[src/rtl/multicycle_control_unit.sv]
// -----------------------------------------------------------------------------
// multicycle_control_unit
//
// Moore-style main controller for a multicycle MIPS datapath. It steps the
// shared ALU, memory, IR, register file and PC through the fetch, decode,
// execute, memory and write-back phases. It also drives the 3-bit ALUOp that
// the ALU control decoder consumes.
//
// Every output except IllegalOp is a pure function of the current state, the
// IR opcode/funct fields and the ALU Zero flag. IllegalOp is a registered,
// sticky flag that only reset clears.
//
// Ports:
//   clk        in   system clock, rising edge
//   reset      in   asynchronous, active-high reset
//   Opcode     in   IR[31:26], stable from DECODE onward
//   Funct      in   IR[5:0]
//   Zero       in   ALU zero flag (used only in BRANCH)
//   PCWrite    out  final PC enable, branch condition already resolved
//   IorD       out  memory address select: 0 = PC, 1 = ALUOut
//   MemRead    out  memory read strobe
//   MemWrite   out  memory write strobe
//   IRWrite    out  instruction register load
//   RegWrite   out  register file write
//   RegDst     out  00 = rt, 01 = rd, 10 = $31
//   MemtoReg   out  00 = ALUOut, 01 = MDR, 10 = PC
//   ALUSrcA    out  0 = PC, 1 = A
//   ALUSrcB    out  00 = B, 01 = 4, 10 = ext(imm), 11 = signext(imm)<<2
//   ExtSel     out  0 = sign-extend, 1 = zero-extend
//   PCSource   out  00 = ALU result, 01 = ALUOut, 10 = jump target, 11 = A
//   ALUOp      out  000 add, 001 sub, 111 R-type, 100 and, 101 or, 011 lui
//   IllegalOp  out  sticky undecodable-opcode flag
//   State      out  current state encoding (debug)
//
// Handshake note: there is no valid/ready handshake. The controller advances
// one state per clock. Memory and the register file are assumed to complete
// within the cycle in which their strobes are asserted.
// -----------------------------------------------------------------------------
module multicycle_control_unit #(
    parameter int unsigned RESET_STATE_CYCLES = 1
) (
    input  logic       clk,
    input  logic       reset,
    input  logic [5:0] Opcode,
    input  logic [5:0] Funct,
    input  logic       Zero,
    output logic       PCWrite,
    output logic       IorD,
    output logic       MemRead,
    output logic       MemWrite,
    output logic       IRWrite,
    output logic       RegWrite,
    output logic [1:0] RegDst,
    output logic [1:0] MemtoReg,
    output logic       ALUSrcA,
    output logic [1:0] ALUSrcB,
    output logic       ExtSel,
    output logic [1:0] PCSource,
    output logic [2:0] ALUOp,
    output logic       IllegalOp,
    output logic [3:0] State
);

    typedef enum logic [3:0] {
        S_RESET      = 4'd0,
        S_FETCH      = 4'd1,
        S_DECODE     = 4'd2,
        S_MEM_ADDR   = 4'd3,
        S_MEM_READ   = 4'd4,
        S_MEM_WB     = 4'd5,
        S_MEM_WRITE  = 4'd6,
        S_EXECUTE    = 4'd7,
        S_R_COMPLETE = 4'd8,
        S_BRANCH     = 4'd9,
        S_JUMP       = 4'd10,
        S_JAL        = 4'd11,
        S_I_EXECUTE  = 4'd12,
        S_I_COMPLETE = 4'd13,
        S_JR         = 4'd14
    } state_t;

    localparam logic [5:0] OP_RTYPE = 6'h00;
    localparam logic [5:0] OP_J     = 6'h02;
    localparam logic [5:0] OP_JAL   = 6'h03;
    localparam logic [5:0] OP_BEQ   = 6'h04;
    localparam logic [5:0] OP_BNE   = 6'h05;
    localparam logic [5:0] OP_ADDI  = 6'h08;
    localparam logic [5:0] OP_ANDI  = 6'h0C;
    localparam logic [5:0] OP_ORI   = 6'h0D;
    localparam logic [5:0] OP_LUI   = 6'h0F;
    localparam logic [5:0] OP_LW    = 6'h23;
    localparam logic [5:0] OP_SW    = 6'h2B;
    localparam logic [5:0] FN_JR    = 6'h08;

    // The reset counter's compare value is the number of S_RESET cycles
    // minus one, because the last counted cycle is also the exit cycle.
    localparam logic [3:0] RST_LAST = 4'(RESET_STATE_CYCLES - 1);

    state_t     state_q, state_d;
    logic [3:0] rst_cnt_q, rst_cnt_d;
    logic       illegal_q, illegal_d;

    // -------------------------------------------------------------------------
    // State register
    // -------------------------------------------------------------------------
    always_ff @(posedge clk or posedge reset) begin
        if (reset) begin
            state_q   <= S_RESET;
            rst_cnt_q <= 4'd0;
            illegal_q <= 1'b0;
        end else begin
            state_q   <= state_d;
            rst_cnt_q <= rst_cnt_d;
            illegal_q <= illegal_d;
        end
    end

    // -------------------------------------------------------------------------
    // Next-state logic and Moore outputs
    // -------------------------------------------------------------------------
    always_comb begin
        state_d   = state_q;
        rst_cnt_d = 4'd0;
        illegal_d = illegal_q;

        PCWrite  = 1'b0;
        IorD     = 1'b0;
        MemRead  = 1'b0;
        MemWrite = 1'b0;
        IRWrite  = 1'b0;
        RegWrite = 1'b0;
        RegDst   = 2'b00;
        MemtoReg = 2'b00;
        ALUSrcA  = 1'b0;
        ALUSrcB  = 2'b00;
        ExtSel   = 1'b0;
        PCSource = 2'b00;
        ALUOp    = 3'b000;

        case (state_q)
            S_RESET: begin
                if (rst_cnt_q >= RST_LAST) begin
                    state_d = S_FETCH;
                end else begin
                    rst_cnt_d = rst_cnt_q + 4'd1;
                end
            end

            S_FETCH: begin
                MemRead = 1'b1;
                IRWrite = 1'b1;
                ALUSrcB = 2'b01;
                PCWrite = 1'b1;
                state_d = S_DECODE;
            end

            // The branch target is computed here speculatively into ALUOut.
            S_DECODE: begin
                ALUSrcB = 2'b11;
                case (Opcode)
                    OP_LW, OP_SW:   state_d = S_MEM_ADDR;
                    OP_RTYPE:       state_d = (Funct == FN_JR) ? S_JR : S_EXECUTE;
                    OP_BEQ, OP_BNE: state_d = S_BRANCH;
                    OP_J:           state_d = S_JUMP;
                    OP_JAL:         state_d = S_JAL;
                    OP_ADDI, OP_ANDI, OP_ORI, OP_LUI: state_d = S_I_EXECUTE;
                    default: begin
                        state_d   = S_FETCH;
                        illegal_d = 1'b1;
                    end
                endcase
            end

            S_MEM_ADDR: begin
                ALUSrcA = 1'b1;
                ALUSrcB = 2'b10;
                state_d = (Opcode == OP_LW) ? S_MEM_READ : S_MEM_WRITE;
            end

            S_MEM_READ: begin
                MemRead = 1'b1;
                IorD    = 1'b1;
                state_d = S_MEM_WB;
            end

            S_MEM_WB: begin
                RegWrite = 1'b1;
                MemtoReg = 2'b01;
                state_d  = S_FETCH;
            end

            S_MEM_WRITE: begin
                MemWrite = 1'b1;
                IorD     = 1'b1;
                state_d  = S_FETCH;
            end

            S_EXECUTE: begin
                ALUSrcA = 1'b1;
                ALUOp   = 3'b111;
                state_d = S_R_COMPLETE;
            end

            S_R_COMPLETE: begin
                RegWrite = 1'b1;
                RegDst   = 2'b01;
                state_d  = S_FETCH;
            end

            // Only BEQ/BNE reach this state, so any opcode other than BNE
            // takes the BEQ sense.
            S_BRANCH: begin
                ALUSrcA  = 1'b1;
                ALUOp    = 3'b001;
                PCSource = 2'b01;
                PCWrite  = (Opcode == OP_BNE) ? ~Zero : Zero;
                state_d  = S_FETCH;
            end

            S_JUMP: begin
                PCSource = 2'b10;
                PCWrite  = 1'b1;
                state_d  = S_FETCH;
            end

            // PC already holds PC+4 from FETCH, which is the link value.
            S_JAL: begin
                PCSource = 2'b10;
                PCWrite  = 1'b1;
                RegWrite = 1'b1;
                RegDst   = 2'b10;
                MemtoReg = 2'b10;
                state_d  = S_FETCH;
            end

            S_I_EXECUTE: begin
                ALUSrcA = 1'b1;
                ALUSrcB = 2'b10;
                case (Opcode)
                    OP_ANDI: begin
                        ALUOp  = 3'b100;
                        ExtSel = 1'b1;
                    end
                    OP_ORI: begin
                        ALUOp  = 3'b101;
                        ExtSel = 1'b1;
                    end
                    OP_LUI:  ALUOp = 3'b011;
                    default: ALUOp = 3'b000;
                endcase
                state_d = S_I_COMPLETE;
            end

            S_I_COMPLETE: begin
                RegWrite = 1'b1;
                state_d  = S_FETCH;
            end

            S_JR: begin
                PCSource = 2'b11;
                PCWrite  = 1'b1;
                state_d  = S_FETCH;
            end

            // Encoding 15 is unreachable. Recover quietly with all outputs 0.
            default: begin
                state_d = S_FETCH;
            end
        endcase
    end

    assign IllegalOp = illegal_q;
    assign State     = state_q;

endmodule
[config.mk]
export PLATFORM = sky130hd
export DESIGN_NAME = multicycle_control_unit
export DESIGN_NICKNAME = d
export VERILOG_FILES = /design/src/rtl/multicycle_control_unit.sv
export SDC_FILE = /design/constraint.sdc
export NUM_CORES = 1
export LEC_CHECK = 0
export CAP_MARGIN = 40
export CORE_UTILIZATION = 37
export CTS_CLUSTER_DIAMETER = 100
export CTS_CLUSTER_SIZE = 20
export DETAILED_ROUTE_END_ITERATION = 8
export PLACE_DENSITY_LB_ADDON = 0.1
export SYNTH_ARGS = -nofsm -noshare
export SYNTH_HDL_FRONTEND = slang
export SYNTH_SLANG_ARGS = --single-unit
[constraint.sdc]
create_clock -name clk -period 1.8 [get_ports clk]
set_input_delay 0.27 -clock clk [delete_from_list [all_inputs] [get_ports clk]]
set_output_delay 0.27 -clock clk [all_outputs]
set_load 0.02 [all_outputs]
==> Word level (Yosys, flattened, before mapping) <==
Index checks and enable logic that the tools add are counted.
{ "op_classes": {"reduce_logical": 15, "addsub": 1, "eq_ne": 26, "n_lt_le_gt_ge": 1, "muxes": 23, "bitwise": 2} }
{ "ops": {"columns": ["op", "n"], "rows": [
  ["equality test 6 x 4 -> 1 bit, second input constant", 5],
  ["equality test 4 bit, second input constant", 7],
  ["one-hot mux 4 bit (7 select lines)", 1],
  ["one-hot mux 4 bit (6 select lines)", 1],
  ["one-hot mux 3 bit (3 select lines)", 2],
  ["equality test 4 x 3 -> 1 bit, second input constant", 4],
  ["2-to-1 mux 4 bit", 4],
  ["OR reduction 4 bit", 4],
  ["OR reduction 2 bit", 7],
  ["equality test 6 x 2 -> 1 bit, second input constant", 2],
  ["equality test 6 x 3 -> 1 bit, second input constant", 2],
  ["equality test 6 bit, second input constant", 2],
  ["one-hot mux 2 bit (3 select lines)", 2],
  ["OR reduction 11 bit", 1],
  ["2-to-1 mux 1 bit", 9],
  ["equality test 4 x 2 -> 1 bit, second input constant", 2],
  ["one-hot mux 2 bit (2 select lines)", 2],
  ["logical NOT 6 bit", 1],
  ["adder 4 x 1 -> 4 bit, second input constant", 1],
  ["equality test 4 x 1 -> 1 bit, second input constant", 1],
  [">= comparator 4 x 1 -> 1 bit, second input constant", 1],
  ["logical NOT 4 bit", 1],
  ["2-to-1 mux 2 bit", 1],
  ["inequality test 2 bit, second input constant", 1],
  ["other kinds (3)", 4]
]} }
{ "word_totals": {"inputBits": 15, "reg_bits": 9, "word_cells": 71, "output_inout_bits": 24} }

==> Longest topological paths before layout <==
Gate-level depths: netlist (run 1).
{ "depth": {"ltp_word": 4, "ltp_mapped": 5, "depth_no_buf": 4} }

==> Worst setup path before layout (run 1) <==
No wires, ideal clock.
{ "synth_path": {"kind": "register -> output", "start": "reg state_q[0], in the netlist State[0]", "end": "out ALUOp[2]", "setup_slack_ns": -0.238, "t_arrival_ns": 1.768, "n_path_buf": 1, "stages_incl_launch_ff": 6, "t_required_ns": 1.530, "path_cell_list": "dfrtp_1 -> buf_6 -> nor2b_1 -> nand2_1 -> nor3_1 -> or2_1"} }
{ "synth_via": {"elab_chain_len": 2, "word_cells_on_any_way": 4, "cone_classes": "3 x eq/ne; 1 x mux"} }
{ "synth_lines": {"columns": ["element", "line_no", "text"], "rows": [
  ["start, declared", "99", "state_t state_q, state_d;"],
  ["start signal, assigned", "112", "state_q <= state_d;"],
  ["equality test 4 bit / equality test 4 x 3 -> 1 bit (equally long branches)", "140", "case (state_q)"],
  ["one-hot mux 3 bit (3 select lines) *", "140", null],
  ["end, declared", "59", "output logic [2:0] ALUOp,"]
]} }
Mark *: on every way between the ends. The rest lies on a longest branch, timed or not.

==> Final worst setup path (run 1) <==
{ "layout_path": {"start": "reg state_q[3], in the netlist State[3]", "end": "out ALUSrcB[0]"} }
{ "layout_via": {"elab_chain_len": 3, "word_cells_on_any_way": 6, "cone_classes": "4 x eq/ne; 1 x mux; 1 x reduce/logical"} }
{ "layout_lines": {"columns": ["element", "line_no", "text"], "rows": [
  ["equality test 4 bit / equality test 4 x 2 -> 1 bit (equally long branches)", "140", null],
  ["OR reduction 2 bit (no line)", null, null],
  ["one-hot mux 2 bit (3 select lines) *", "140", null],
  ["end, declared", "56", "output logic [1:0] ALUSrcB,"]
]} }
Marked as above.

==> results of run 1 <==
[metal layers]
layer  track usage (%)  up-vias  share of wire (%)  routed length [µm]
li1                  -      501                  -                   -
met1              30.3      480                 41                 999
met2              45.6       44                 52                1270
met3              2.40        8                4.6                 112
met4              11.5        0                2.3                  56
met5                 0        -                  0                   0
[worst max path at each step]
stage / startpoint / endpoint / slack, ps / cells after the start
3_3_place_gp: Opcode[5] / ALUOp[2] / -420 / 5
6_report: State[3]$_DFF_PP0_ / ALUSrcB[0] / 40 / 3
2_1_floorplan: State[0]$_DFF_PP0_ / ALUOp[2] / 20 / 5
3_5_place_dp: Opcode[2] / PCWrite / -450 / 6
4_1_cts: State[0]$_DFF_PP0_ / ALUSrcB[0] / -10 / 3
5_1_grt: Opcode[2] / PCWrite / -30 / 6
[logic make-up after synthesis]
| family | count (synthesis) | synth area share, % |
|---|---|---|
| compound gates | 22 | 24.7 |
| simple gates | 57 | 45.4 |
| flops | 5 | 18.5 |
| xor+xnor | 1 | 1.29 |
| buf+inv | 12 | 8.67 |
| mux | 1 | 1.48 |
[cells in the final DEF, fill, tap and decap left out, types with 5 or more instances in the layout]
cell / netlist / routed
nand2_1: 11 / 9
dfrtp_1: 5 / 5
clkdlybuf4s50_1: 0 / 16
buf_4: 1 / 34
nor2_1: 11 / 10
buf_2: 1 / 12
nand2b_1: 5 / 5
nand3_1: 5 / 5
[cells in the mapped netlist (all sizes together)]
| master | instances |
|---|---|
| or2b | 1 |
| o21bai | 1 |
| xor2 | 1 |
| nand2b | 5 |
| nor2 | 12 |
| nor4 | 1 |
| nor4bb | 1 |
| dfrtp | 5 |
| nor2b | 5 |
| nand3b | 1 |
| o211ai | 2 |
| clkbuf | 4 |
| nand2 | 11 |
| a31oi | 3 |
| o31ai | 1 |
| a21oi | 3 |
| nand4 | 1 |
| or2 | 1 |
| o2111ai | 1 |
| mux2i | 1 |
| or3 | 3 |
| nand3 | 5 |
| a221o | 1 |
| and3 | 2 |
| or4b | 2 |
| nor3b | 1 |
| inv | 5 |
| nor3 | 5 |
| a32oi | 1 |
| a41o | 1 |
| o22ai | 4 |
| a21boi | 1 |
| buf | 3 |
| a2111oi | 1 |
| o21a | 2 |
[state kept, by name (all words and copies together), names as in the netlist]
register and flops:
IllegalOp 1, State 4
[critical path, stage by stage, from the launching register on]
cell and delay, ps:
dfrtp_1 410, or4b_4 540, or2b_1 180, buf_6 110
[layout make-up]
class                      count  area share (%)
timing repair buffer          72            44.0
multi-input combinational     81            40.6
sequential                     5            9.49
tap                           25            2.37
clock buffer                   3            1.71
inverter                       5            1.42
clock inverter                 1           0.380
[what timing repair did]
action / CTS / global route
resized for setup: 67 / 24
pin swaps: 0 / 3
endpoints found under the setup margin: 19 / 17
buffers inserted: 0 / 0
[power by group]
part           internal, mW  leakage (nW)  total [mW]  switching, mW
registers             0.152        0.0588       0.200         0.0475
logic                 0.713         0.594        1.48          0.767
clock network        0.0809        0.0177       0.136         0.0554
total                 0.946         0.671        1.82          0.870
==> impl_metrics.yaml, run 1 <==
outcome:
  status: "finished, final reports clean"
placed_design:
  dpl_cell_area_um2: 1320
  place.gp.congestion: 0.849
  dp.cells: 188
  port_buffers: 38
  hpwl_mm: 1.98
  dp_slack_ps: -449
pwr:
  p_total_mw: 1.82
  leakagePower_nw: 0.671
  vdd.ir_drop.worst_uv: 837
  power_density_nw_per_um2: 1380
routing:
  ant_nets: 0
  vias: 1033
  wirelength_mm: 2.44
  first_iter_violations: 25
  via_per_inst: 5.38
  wire_per_inst_um: 12.7
  drc: 0
  dr.pass1.iters: 4
clocking:
  holdBufCountCts: 0
  cts_tree: "built"
  path_clk_slew_ps: 60
  numCtsBuffers: 3
  clk_latency_ps: 250
  max-clock-path-buffers: 2
  h-tree-depth: 1
  cts-root-buf: "clkbuf_4"
  cts_sinks: 5
sta:
  worst_pin_slew_ps: 411
  relSlewSlack_pct: 71.9
  hold_viol: 0
  rsz0062_at_grt: "true"
  finalClockSkew_ps: 9.63
  setup_tns_ps: 0
  finalWorstSetupSlack_ps: 38.5
  finalMaxSlewViolations: 0
  hold_ws_ps: 215
  finalSetupViolCount: 0
  period_share_pct: 97.9
  fmax_mhz: 568
  fin_crit_ps: 1760
critical_path:
  r2r_end: "State[0]$_DFF_PP0_"
  worstReg2RegStart: "State[2]$_DFF_PP0_"
  r2r_slack_ps: 260
  critPathCaptureType: "primary output"
  cp_max_fo: 4
  path_class: "flop to primary output"
  reg2regPathDepth: 5
  worstPathRequired_ps: 1530
  arrival_ps: 1490
  worst_setup_path_start_kind: "flop"
final_layout:
  syn2layout_area_growth_pct: 94.5
  layout-drive-gt1-share_pct: 41.3
  final_cell_area_um2: 1320
  diodes: 0
  final_cell_count_no_fill: 192
  fin_util_pct: 76.4
  regArea_um2: 125
  layout.nets: 183
  multiInputGateArea_um2: 536
  fill_cells: 143
flow_run:
  max-cap-violations: 0
global_route:
  grt_overflow: 0
  grt_pass1_vias: 910
  grt_pass1_wl_mm: 3.77
  grt_max_degree: 14
  track_usage_pct: 25.3
  antenna_found_initial: 0
synthesis:
  syn_inst: 98
  synth_top_area_share_pct: 18.5
  netlist_area_um2: 678
  synth.area.top_cells: "dfrtp_1 18%, nand2_1 6.1%, nor2_1 6.1%, nand2b_1 4.6%, nor2b_1 4.6%"
  ys_warn_count: 0
  ys_seq_area_share_pct: 18.5
  synth_top_area_cell: "dfrtp_1"
  syn-num-nets: 113
  synth_cell_types: 41
  avgSynthCellArea_um2: 6.92
  synth-seq-cells: 5
hold_path:
  hold_class: "primary input to asynchronous set/reset pin"
floorplan:
  fp.dieH_um: 44.8
  num_rows: 15
  start_util_pct: 39.3
  die_x_um: 44.8
  coreArea_um2: 1730
  die_area_um2: 2010
  ioPinCount: 39
Note: power is estimated with default switching activity, not from simulation.
==> run 2: changes to the inputs <==
TNS_END_PERCENT = 5   (was unset)
==> impl_metrics.yaml, run 2 (synthesis results as in run 1) <==
outcome:
  status: "finished, final reports clean"
routing:
  wl_met3_um: 119
  via_per_inst: 5.33
  top_layer: "met4"
  ant_nets: 0
  dr.pass1.iters: 6
  wl_met2_mm: 1.29
  first_iter_violations: 45
  wl_met1_mm: 1.03
  vias: 1023
  wire_per_inst_um: 13.0
  wirelength_mm: 2.49
  drc: 0
final_layout:
  final_common_cell: "buf_4"
  final_cell_count_no_fill: 192
  layout.nets: 183
  multiInputGateArea_um2: 541
  mostFrequentLayoutCells: "34 x buf_4, 17 x clkdlybuf4s50_1, 10 x buf_2"
  fin_util_pct: 76.6
  largest_reg_flops: 4
  regArea_um2: 126
  layout-drive-gt1-share_pct: 42.5
  syn2layout_area_growth_pct: 95.0
  fill_cells: 150
  diodes: 0
sta:
  rsz0062_at_grt: "true"
  finalClockSkew_ps: 12.5
  worst_pin_slew_ps: 410
  hold_viol: 0
  period_share_pct: 98.3
  fmax_mhz: 565
  relSlewSlack_pct: 72.0
  finalMaxSlewViolations: 0
  finalSetupViolCount: 0
  setup_tns_ps: 0
  fin_crit_ps: 1770
clocking:
  cts-root-buf: "clkbuf_4"
  h-tree-depth: 1
  holdBufCountCts: 0
  clk_latency_ps: 250
  cts_sinks: 5
  cts_tree: "built"
  max-clock-path-buffers: 2
  numCtsBuffers: 3
  path_clk_slew_ps: 60
placed_design:
  dp.cells: 188
  place.gp.congestion: 0.849
  hpwl_mm: 1.98
  port_buffers: 38
critical_path:
  slowest_delay_ps: 490
  worstPathRequired_ps: 1530
  arrival_ps: 1500
  worst-path-buf-inv: 3
  path_class: "primary input to primary output"
  cp_max_fo: 6
  worst_setup_path_start_kind: "primary input"
  critPathTopFamily: "buffers and inverters"
  worstPathCellList: "clkdlybuf4s50_1, buf_4, nand2_1, nor2_1, a41o_1, buf_2"
  r2r_slack_ps: 240
  critPathSlowestCell: "clkdlybuf4s50_1"
  critPathCaptureType: "primary output"
global_route:
  grt_max_degree: 14
  grt_overflow: 0
  track_usage_pct: 25.4
  antenna_found_initial: 0
  grt_pass1_vias: 913
  grt_pass1_wl_mm: 3.78
floorplan:
  num_rows: 15
  die_area_um2: 2010
  ioPinCount: 39
  coreArea_um2: 1730
  start_util_pct: 39.3
  fp.dieH_um: 44.8
  die_x_um: 44.8
pwr:
  leakagePower_nw: 0.664
  p_total_mw: 1.84
  power_density_nw_per_um2: 1390
  vdd.ir_drop.worst_uv: 833
hold_path:
  hold_class: "primary input to asynchronous set/reset pin"
flow_run:
  max-cap-violations: 0
## run 2: changes by cell type in the layout (fill, tap and decap cells not counted)
cell,before,now
nor2b_4,1,2
nor2_1,10,9
nor3b_2,1,0
nor2_2,2,3
buf_2,12,10
nor2b_1,2,1
clkdlybuf4s50_1,16,17
dfrtp_2,0,1
dfrtp_1,5,4
nor3b_1,0,1
dlymetal6s2s_1,3,2
clkbuf_2,1,3
## run 2: cell type report
cell class                      instances  area share (%)
Multi-Input combinational cell         81            40.9
Clock inverter                          1           0.378
Sequential cell                         5            9.56
Inverter                                5            1.42
Timing Repair Buffer                   72            43.7
Clock buffer                            3            1.70
Tap cell                               25            2.37
## run 2: per-stage QoR
stage                     setup slack [ps]  hold WS, ps  area (µm²)
after floorplan                       21.2         48.5         689
after global placement                -415          457        1320
after detailed placement              -449          465        1320
after CTS                            -67.8          213        1320
after global routing                 -14.0          234        1320
final                                 30.6          206        1320
## run 2: final timing paths
kind / from / endpoint / depth (start not counted)
max: Opcode[2] / ALUOp[1] / 6
min: reset / IllegalOp$_DFFE_PP0P_ / 2
max reg2reg: State[2]$_DFF_PP0_ / State[0]$_DFF_PP0_ / 5
min reg2reg: IllegalOp$_DFFE_PP0P_ / IllegalOp$_DFFE_PP0P_ / 1
max in group asynchronous: reset / State[2]$_DFF_PP0_ / 2
min in group clk: IllegalOp$_DFFE_PP0P_ / IllegalOp$_DFFE_PP0P_ / 1
## run 2: power breakdown
group	switching [mW]	internal, mW
combinational	0.772	0.724
sequential	0.0520	0.155
clock	0.0567	0.0810
## run 2: what timing repair did
| action | CTS | global route |
|---|---|---|
| pin swaps | 0 | 3 |
| gates cloned | 0 | 0 |
| gates resized for setup | 62 | 29 |
| buffers inserted | 0 | 0 |
| endpoints found under the setup margin | 19 | 16 |
## run 2: per-layer routing
metal,track usage (%),up-vias
li1,-,499
met2,45.6,43
met4,11.5,0
met3,2.40,6
met5,0,-
met1,30.5,475
